===== config.mk =====
export PLATFORM = sky130hd
export DESIGN_NAME = data_break_flat
export DESIGN_NICKNAME = d
export VERILOG_FILES = /design/src/rtl/data_break_if.sv /design/src/rtl/data_break.sv /design/src/flat_wrapper.sv
export SDC_FILE = /design/constraint.sdc
export NUM_CORES = 1
export LEC_CHECK = 0
export ABC_AREA = 1
export BUFFER_PORTS_ARGS = -buffer_cell sky130_fd_sc_hd__buf_4
export CAP_MARGIN = 25
export CORE_UTILIZATION = 41
export CTS_CLUSTER_SIZE = 20
export DETAILED_ROUTE_END_ITERATION = 6
export GPL_TIMING_DRIVEN = 0
export MAX_ROUTING_LAYER = met4
export PLACE_DENSITY_LB_ADDON = 0.1
export SLEW_MARGIN = 20
export SYNTH_ARGS = -nofsm -noshare
export SYNTH_HDL_FRONTEND = slang
export SYNTH_SLANG_ARGS = --single-unit

===== constraint.sdc =====
create_clock -name clk -period 3.6 [get_ports clk]
set_input_delay 0.54 -clock clk [delete_from_list [all_inputs] [get_ports clk]]
set_output_delay 0.54 -clock clk [all_outputs]
set_load 0.02 [all_outputs]

===== src/rtl/data_break_if.sv =====
// Requester-side bus of the data-break controller: per-requester request,
// direction, address and write data in; grant, ack and read data out.
interface data_break_if #(
  parameter int NREQ = 4
);
  logic [0:NREQ-1]    brk_req;
  logic [0:NREQ-1]    brk_dir;
  logic [0:15*NREQ-1] brk_addr;
  logic [0:12*NREQ-1] brk_wdata;
  logic [0:NREQ-1]    brk_gnt;
  logic [0:NREQ-1]    brk_ack;
  logic [0:11]        brk_rdata;

  modport master (
    output brk_req, brk_dir, brk_addr, brk_wdata,
    input  brk_gnt, brk_ack, brk_rdata
  );

  modport slave (
    input  brk_req, brk_dir, brk_addr, brk_wdata,
    output brk_gnt, brk_ack, brk_rdata
  );
endinterface


===== src/rtl/data_break.sv =====
// data_break: PDP-8/E data-break (DMA) controller. Steals one memory cycle
// per slot (or back-to-back while halted) for the winning requester.
// Optional macro DATA_BREAK_RR_EN: round-robin priority; otherwise fixed
// priority with the lowest index winning.
module data_break #(
  parameter int NREQ     = 4,
  parameter int MEM_WAIT = 2
) (
  input  logic        clk,
  input  logic        reset,
  input  logic        clear,
  input  logic        slot,
  input  logic        halted,
  data_break_if.slave brk,
  input  logic [0:11] mem_rdata,
  output logic        hold,
  output logic        mem_sel,
  output logic [0:2]  mem_ema,
  output logic [0:11] mem_ma,
  output logic [0:11] mem_wdata,
  output logic        mem_we
);
  localparam int IW = (NREQ > 1) ? $clog2(NREQ) : 1;
  localparam int CW = $clog2(MEM_WAIT + 1);

  typedef enum logic [2:0] {S_IDLE, S_ARB, S_ACCESS, S_CAPT, S_RELEASE} state_t;

  state_t        st, st_nxt;
  logic [IW-1:0] win_idx, lat_idx;
  logic          win_vld, start, busy;
  logic          lat_dir;
  logic [0:14]   lat_addr;
  logic [0:11]   lat_wdata, rdata_q;
  logic [CW-1:0] cnt;

  // A break may only be latched from IDLE; clear blocks it there.
  assign start = (slot | halted) & win_vld & ~clear;

`ifdef DATA_BREAK_RR_EN
  logic [IW-1:0] ptr;

  // Priority pointer: last granted index, rewound by reset or clear in IDLE.
  always_ff @(posedge clk) begin
    if (reset)
      ptr <= IW'(NREQ - 1);
    else if (st == S_IDLE) begin
      if (clear)
        ptr <= IW'(NREQ - 1);
      else if (start)
        ptr <= win_idx;
    end
  end
`endif

  // Winner search over the live request vector.
  always_comb begin : arb
    int j;
    win_vld = 1'b0;
    win_idx = '0;
    j       = 0;
    for (int k = 0; k < NREQ; k++) begin
`ifdef DATA_BREAK_RR_EN
      j = (int'(ptr) + 1 + k) % NREQ;
`else
      j = k;
`endif
      if (!win_vld && brk.brk_req[j]) begin
        win_vld = 1'b1;
        win_idx = IW'(j);
      end
    end
  end

  // State register.
  always_ff @(posedge clk) begin
    if (reset) st <= S_IDLE;
    else       st <= st_nxt;
  end

  // Next-state decode; clear outside IDLE is deliberately ignored.
  always_comb begin
    st_nxt = st;
    unique case (st)
      S_IDLE:    if (start) st_nxt = S_ARB;
      S_ARB:     st_nxt = S_ACCESS;
      S_ACCESS:  if (cnt == CW'(1)) st_nxt = S_CAPT;
      S_CAPT:    st_nxt = S_RELEASE;
      S_RELEASE: st_nxt = S_IDLE;
      default:   st_nxt = S_IDLE;
    endcase
  end

  // Transaction latch, access-wait counter and read-data capture. Read data
  // is sampled in the last ACCESS cycle so it is visible alongside the ack.
  always_ff @(posedge clk) begin
    if (reset) begin
      lat_idx   <= '0;
      lat_dir   <= 1'b0;
      lat_addr  <= '0;
      lat_wdata <= '0;
      cnt       <= '0;
      rdata_q   <= '0;
    end else begin
      if (st == S_IDLE && start) begin
        lat_idx   <= win_idx;
        lat_dir   <= brk.brk_dir[win_idx];
        lat_addr  <= brk.brk_addr[15*int'(win_idx) +: 15];
        lat_wdata <= brk.brk_wdata[12*int'(win_idx) +: 12];
      end
      if (st == S_ARB)
        cnt <= CW'(MEM_WAIT);
      else if (st == S_ACCESS)
        cnt <= cnt - CW'(1);
      if (st == S_ACCESS && cnt == CW'(1) && !lat_dir)
        rdata_q <= mem_rdata;
    end
  end

  // Outputs decoded purely from registered state and latched data.
  assign busy      = (st == S_ARB) || (st == S_ACCESS) || (st == S_CAPT);
  assign hold      = busy;
  assign mem_sel   = busy;
  assign mem_ema   = busy ? lat_addr[0:2]  : '0;
  assign mem_ma    = busy ? lat_addr[3:14] : '0;
  assign mem_wdata = busy ? lat_wdata      : '0;
  assign mem_we    = (st == S_ACCESS) && (cnt == CW'(MEM_WAIT)) && lat_dir;
  assign brk.brk_rdata = rdata_q;

  // One-hot grant for the whole transaction, ack pulse in CAPT.
  always_comb begin
    brk.brk_gnt = '0;
    brk.brk_ack = '0;
    if (busy)         brk.brk_gnt[lat_idx] = 1'b1;
    if (st == S_CAPT) brk.brk_ack[lat_idx] = 1'b1;
  end
endmodule


===== src/flat_wrapper.sv =====
// flat-port wrapper written by rule: the top's interface ports become plain ports
module data_break_flat 
#(
  parameter int NREQ     = 4,
  parameter int MEM_WAIT = 2
)
  (clk, reset, clear, slot, halted, mem_rdata, hold, mem_sel, mem_ema, mem_ma, mem_wdata, mem_we, brk_brk_req, brk_brk_dir, brk_brk_addr, brk_brk_wdata, brk_brk_gnt, brk_brk_ack, brk_brk_rdata);
  data_break_if #(.NREQ(NREQ)) brk_i ();
  input  logic clk;
  input  logic reset;
  input  logic clear;
  input  logic slot;
  input  logic halted;
  input  logic [0:11] mem_rdata;
  output logic hold;
  output logic mem_sel;
  output logic [0:2] mem_ema;
  output logic [0:11] mem_ma;
  output logic [0:11] mem_wdata;
  output logic mem_we;
  input wire logic [$bits(brk_i.brk_req)-1:0] brk_brk_req;
  input wire logic [$bits(brk_i.brk_dir)-1:0] brk_brk_dir;
  input wire logic [$bits(brk_i.brk_addr)-1:0] brk_brk_addr;
  input wire logic [$bits(brk_i.brk_wdata)-1:0] brk_brk_wdata;
  output wire logic [$bits(brk_i.brk_gnt)-1:0] brk_brk_gnt;
  output wire logic [$bits(brk_i.brk_ack)-1:0] brk_brk_ack;
  output wire logic [$bits(brk_i.brk_rdata)-1:0] brk_brk_rdata;
  assign brk_i.brk_req = brk_brk_req;
  assign brk_i.brk_dir = brk_brk_dir;
  assign brk_i.brk_addr = brk_brk_addr;
  assign brk_i.brk_wdata = brk_brk_wdata;
  assign brk_brk_gnt = brk_i.brk_gnt;
  assign brk_brk_ack = brk_i.brk_ack;
  assign brk_brk_rdata = brk_i.brk_rdata;
  data_break #(.NREQ(NREQ), .MEM_WAIT(MEM_WAIT)) u_core (.clk(clk), .reset(reset), .clear(clear), .slot(slot), .halted(halted), .brk(brk_i), .mem_rdata(mem_rdata), .hold(hold), .mem_sel(mem_sel), .mem_ema(mem_ema), .mem_ma(mem_ma), .mem_wdata(mem_wdata), .mem_we(mem_we));
endmodule

==> metrics.txt, run 1 <==
Clock Tree Buf Depth=2; Slowest cell on crit path=buf_1; per-cell routed wire length=18.15 µm; Die X=119.4 µm; synthesized area=5649 µm²; Leak=0.003779 µW; most frequent cells in the layout=nand3_1, nand2_1, buf_4, inv_1, o21ai_0; Crit path depth=18; register area share after synthesis=0.1666; HP Start=u_core.brk.brk_rdata[0]; CP Buf/Inv Count=7; setup slack, reg-to-reg=1720 ps; P_int=1222 µW; Top cell by count, worst path=nand2_1; Initial Util=0.4232; Post-synth EDFFs=0; Hold EP=u_core.brk.brk_rdata[0]; Hold Crit Depth=2; post-route setup slack=147.8 ps; Worst-Margin Slew=779.6 ps; first-pass GRT wire length=40,300 µm; Unique masters post-synth=31; vias in the first global route=7,729; Arrival @ worst endpoint=3630 ps; worst path required time=3780 ps; Max FO, Critical Path=10; status=complete, no violations; depth of the most critical reg-to-reg path=5; largest net degree at the start of global routing=20; Worst R2R End=u_core.lat_addr[14]; antenna violations before repair=0; Seq pwr share=0.269; fraction of registers with async set/reset=0; Post-CTS Hold Buffers=0; Slew Viols, Final=0; crit share post-route=0.9589; Crit. End Element=flip-flop; max frequency=289.7 MHz; Hold WC Path Type=reg -> reg; Top Usage Layer GRT=met2; CP Launch Point=brk_brk_req[1]; Reg clk slew, reported paths=70 ps; worst ir drop on vdd=0.2047 mV; CTS tree=built; htree depth=2; NumNets Final=1,404; All-Layer GR Usage=0.3766; syn_area_per_cell=5.231 µm²; Top delay family on crit path=buffers and inverters; worst skew pair latency=290 ps; skew final=6.098 ps; YS warnings=0; switch share=0.4378; ys flop type=dfxtp_1; Mapped Cells=1,080; IO Pins=183; Rows=42; DR vias=8,171; Pre-Repair DR Iteration Count=6; Die ar.=14,250 µm²; Final HPWL DP=20,890 µm; Final Hold Viols=0; syn nets=1,217; core area=13,350 µm²; GR Util met1=0.4517; relative slew slack=0.4803; Net Switching=951.4 µW; worst slack at placement=-326.9 ps; CP startpoint kind=primary input; combinational power share=0.510; CP cell instances=buf_4, inv_1, nand2_1, nand2_2, nand2_2, buf_6, buf_2, buf_4, ha_1, buf_2, buf_1, nand3_1, nand3_1, o21ai_0, nand2_1, nand2_1, a21oi_1, nor2_1; GRT met3 Usage=0.05077; antenna-violating nets left=0; commonest non-fill, non-tap cell in the layout=nand3_1; unrepaired setup endpoints after global routing=false; PwrDens=294.0 nW/µm²; Final min period=3452 ps; final wirelength=26,210 µm; FF-to-FF Start=u_core.st[2]; Layout area overhead=30.83%; DR iter-0 viols=993; Synth top area share=0.2357; setup repair bufs after CTS=0; Setup violations, final=0; routability cong.=1.052; CTS Buf Count=5; Vias/cell=5.659; Crit Path Category=in -> reg; ant diodes=0; Post-DP Area=7228 µm²; Yosys reg bits=47; CTS-repair resized insts=0; layout cells sized above 1=0.1901; met2 Use GR=0.6156; clk sinks=47; Clock power frac=0.221; CTS root buffer=clkbuf_16; CP peak stage delay=470 ps; synth top area cells=nand3_1, nand2_1, dfxtp_1, o21ai_0, inv_1; Die Ht=119.4 µm; I/O Buffers=181; global route total overflow=0; post-route cell area=7391 µm²; max-cap violation count=0; residual DRC count=0; leading area contributor after synthesis=nand3_1
-- layout make-up --
type | instances | area [µm²]
fillers | 1503 | 5957
multi-input cells | 826 | 3832
repair buffers | 181 | 1359
flip-flops and latches | 47 | 940.9
inverters | 124 | 465.4
plain buffers | 82 | 417.9
well taps | 176 | 220.2
clock buffers | 6 | 138.9
clock inverters | 2 | 16.27
-- how the worst max path moves through the flow --
stage | end | slack [ps]
2_1_floorplan | u_core.lat_wdata[10] | 820
3_3_place_gp | u_core.lat_addr[10] | -300
3_5_place_dp | u_core.lat_addr[8] | -330
4_1_cts | u_core.lat_wdata[0] | 50
5_1_grt | u_core.lat_addr[11] | 10
6_report | u_core.lat_addr[11] | 150
-- sequential cells by signal (all words and copies together), names as in the netlist --
| name | count |
|---|---|
| u_core.st | 3 |
| u_core.lat_wdata | 12 |
| u_core.lat_idx | 2 |
| u_core.lat_dir | 1 |
| u_core.cnt | 2 |
| u_core.lat_addr | 15 |
| u_core.brk.brk_rdata | 12 |
-- power by group through the flow --
stage / Combinational, µW / Clock [µW] / Sequential, µW
after floorplan: 648 / 0 / 589
after global placement: 1070 / 0 / 596
after detailed placement: 1070 / 0 / 596
after CTS: 1080 / 483 / 584
after global routing: 1210 / 505 / 589
final: 1110 / 480 / 585
-- layer usage --
metal | up-vias | routed length, µm
li1 | 3941 | -
met1 | 3662 | 10440
met2 | 481 | 12140
met3 | 87 | 2188
met4 | 0 | 1440
met5 | - | 0
-- logic make-up (layout without fill, tap and decap cells) --
kind of cell | count (synthesis) | in the layout | share of synthesized area
compound gates | 190 | 190 | 0.1767
xor+xnor | 1 | 1 | 0.001551
fa+ha+maj | 4 | 4 | 0.008860
buf+inv | 207 | 395 | 0.1550
flops | 47 | 47 | 0.1666
simple gates | 631 | 631 | 0.4913
-- Yosys cell counts, drive strengths merged, types with 5 or more instances --
master  instances
nand2         257
dfxtp          47
o21ai         104
inv           123
a21oi          65
clkbuf         43
or2             5
nor2           81
nor3           18
nand3         266
o211ai         13
buf            40
-- through the flow --
step                      TNS (ps)  instances  utilization  total power [µW]  hold WS [ps]
after floorplan                  0       1080            -              1238         445.3
after global placement       -3305       1437       0.5415              1669         432.2
after detailed placement     -3781       1437       0.5415              1667         438.5
after CTS                        0       1444       0.5529              2143         449.0
after global routing             0       1444       0.5537              2301         457.4
final                            0       1444       0.5537              2173         444.5
-- worst register-to-register path, delay by kind of cell (launching register included) --
family / cells / cell delay [ps]
compound gates: 2 / 330
simple gates: 1 / 550
flops: 1 / 330
buf+inv: 2 / 570
(Power assumes the default switching activity.)
==> inputs of run 2 (changes only) <==
--- a/config.mk
+++ b/config.mk
@@ -12,7 +12,6 @@
 export CTS_CLUSTER_SIZE = 20
 export DETAILED_ROUTE_END_ITERATION = 6
 export GPL_TIMING_DRIVEN = 0
-export MAX_ROUTING_LAYER = met4
 export PLACE_DENSITY_LB_ADDON = 0.1
 export SLEW_MARGIN = 20
 export SYNTH_ARGS = -nofsm -noshare
==> metrics.txt, run 2 (synthesis results as in run 1) <==
status=complete, no violations; All-Layer GR Usage=0.3659 (-0.01069); Power Total=2175 µW (about the same); unrepaired setup endpoints after global routing=false; largest net degree at the start of global routing=16 (-20%); Met2 Wirelength=12,210 µm (+0.59%); commonest non-fill, non-tap cell in the layout=nand3_1; residual DRC count=0 (unchanged); relative slew slack=0.4815 (+0.001271); max-cap violation count=0 (unchanged); met3 wire length=2288 µm (+4.6%); FF+latch area=940.9 µm² (unchanged); max reg flops=15 (unchanged); Max FO, Critical Path=10 (unchanged); Rows=42 (unchanged); Initial Util=0.4232 (unchanged); Worst-Margin Slew=777.7 ps (-1.906 ps); placed cells=1,437 (unchanged); Vias/cell=5.717 (+1.0%); Leak=0.003771 µW (-0.22%); per-cell routed wire length=18.22 µm (+0.38%); max frequency=287.6 MHz (-0.70%); antenna violations before repair=0 (unchanged); setup TNS=0 ps (unchanged); Layout area overhead=30.79% (about the same); Hold WC Path Type=reg -> reg; core area=13,350 µm² (unchanged); crit share post-route=0.9657 (+0.006802); routability cong.=1.030 (-2.2%); multi-input logic area=3832 µm² (unchanged); setup repair bufs after CTS=0 (unchanged); Final min period=3477 ps (+24.49 ps); DR iter-0 viols=933 (-6.0%); global route total overflow=0 (unchanged); worst path required time=3780 ps (about the same); most frequent cells in the layout=nand3_1, nand2_1, buf_4, inv_1, o21ai_0; Fillers=1,502 (-0.067%); DRT met1 WL=10,250 µm (-1.8%); PwrDens=294.4 nW/µm² (+0.13%); skew final=10.14 ps (+4.043 ps); antenna-violating nets left=0 (unchanged); Slew Viols, Final=0 (unchanged); Worst R2R End=u_core.lat_idx[1]; Reg clk slew, reported paths=60 ps (about the same); DR vias=8,261 (+1.1%); uppermost layer routed=met4; clk sinks=47 (unchanged); layout cells sized above 1=0.1875 (-0.002514); CP Launch Point=brk_brk_req[1]; worst ir drop on vdd=0.1898 mV (-7.3%); CTS Buf Count=5 (unchanged); ant diodes=0 (unchanged); worst skew pair latency=300 ps (about the same); FF-to-FF Start=u_core.st[2]; Final HPWL DP=21,090 µm (+0.97%); first-pass GRT wire length=40,010 µm (-0.73%); Die X=119.4 µm (unchanged); CTS tree=built; Crit. End Element=flip-flop; Setup violations, final=0 (unchanged); Clock Tree Buf Depth=2 (unchanged); Die Ht=119.4 µm (unchanged); Non-Filler Instances=1,445 (+0.069%); I/O Buffers=181 (unchanged); htree depth=2 (unchanged); CP startpoint kind=primary input; NumNets Final=1,405 (+0.071%); Arrival @ worst endpoint=3650 ps (+20 ps); depth of the most critical reg-to-reg path=5 (unchanged); setup slack, reg-to-reg=1750 ps (+30 ps); IO Pins=183 (unchanged); CTS-repair resized insts=0 (unchanged); Crit Path Category=in -> reg; Pre-Repair DR Iteration Count=7 (+1); Post-DP Area=7228 µm² (unchanged); post-route cell area=7388 µm² (about the same); Final Hold Viols=0 (unchanged); Largest Register=u_core.lat_addr; vias in the first global route=7,595 (-1.7%); final wirelength=26,320 µm (+0.45%); WHS=447.2 ps (+2.696 ps); Die ar.=14,250 µm² (unchanged); Post-CTS Hold Buffers=0 (unchanged); CTS root buffer=clkbuf_16; crit path to=u_core.lat_addr[11]
==> run 2: where the power goes <==
group | leakage, µW | switching (µW) | internal, µW
Sequential | 0.000385 | 23.9 | 560
Combinational | 0.00331 | 726 | 383
Clock | 0.0000731 | 205 | 278
==> run 2: metrics by stage <==
step | setup WS [ps] | utilization
after global placement | -245.7 | 0.5415
final | 123.3 | 0.5535
after detailed placement | -242.2 | 0.5415
after floorplan | 822.0 | -
after global routing | 3.087 | 0.5535
after CTS | 35.69 | 0.5532
==> run 2: cell type report <==
cell class | instances | share of cell area
clock buffer | 6 | 0.01880
timing repair buffer | 181 | 0.1839
buffer | 83 | 0.05622
multi-input combinational | 826 | 0.5187
tap | 176 | 0.02981
clock inverter | 2 | 0.002202
sequential | 47 | 0.1273
inverter | 124 | 0.06300
==> run 2: layer usage <==
layer	GRT usage	vias up
met5	0	-
met2	0.6152	485
li1	-	3947
met4	0.2172	0
met1	0.4424	3746
met3	0.05077	83
==> run 2: worst min-delay path by stage <==
stage | start | endpoint | slack, ps | depth (start not counted)
2_1_floorplan | u_core.lat_addr[0] | u_core.lat_addr[0] | 450 | 2
3_3_place_gp | u_core.brk.brk_rdata[3] | u_core.brk.brk_rdata[3] | 430 | 2
3_5_place_dp | u_core.brk.brk_rdata[1] | u_core.brk.brk_rdata[1] | 440 | 2
4_1_cts | u_core.brk.brk_rdata[1] | u_core.brk.brk_rdata[1] | 450 | 2
5_1_grt | u_core.brk.brk_rdata[1] | u_core.brk.brk_rdata[1] | 470 | 2
6_report | u_core.brk.brk_rdata[1] | u_core.brk.brk_rdata[1] | 450 | 2
==> run 2: worst max-delay path, stage by stage <==
cell     delay (ps)
buf_4           110
inv_1            60
nand2_1          60
nand2_2         200
nand2_2         130
buf_6           170
buf_2           190
buf_4           200
ha_1            270
buf_2           210
buf_1           470
nand3_1         210
nand3_1         200
o21ai_0         110
nand2_1         110
nand2_1         110
a21oi_1         230
nor2_1           60
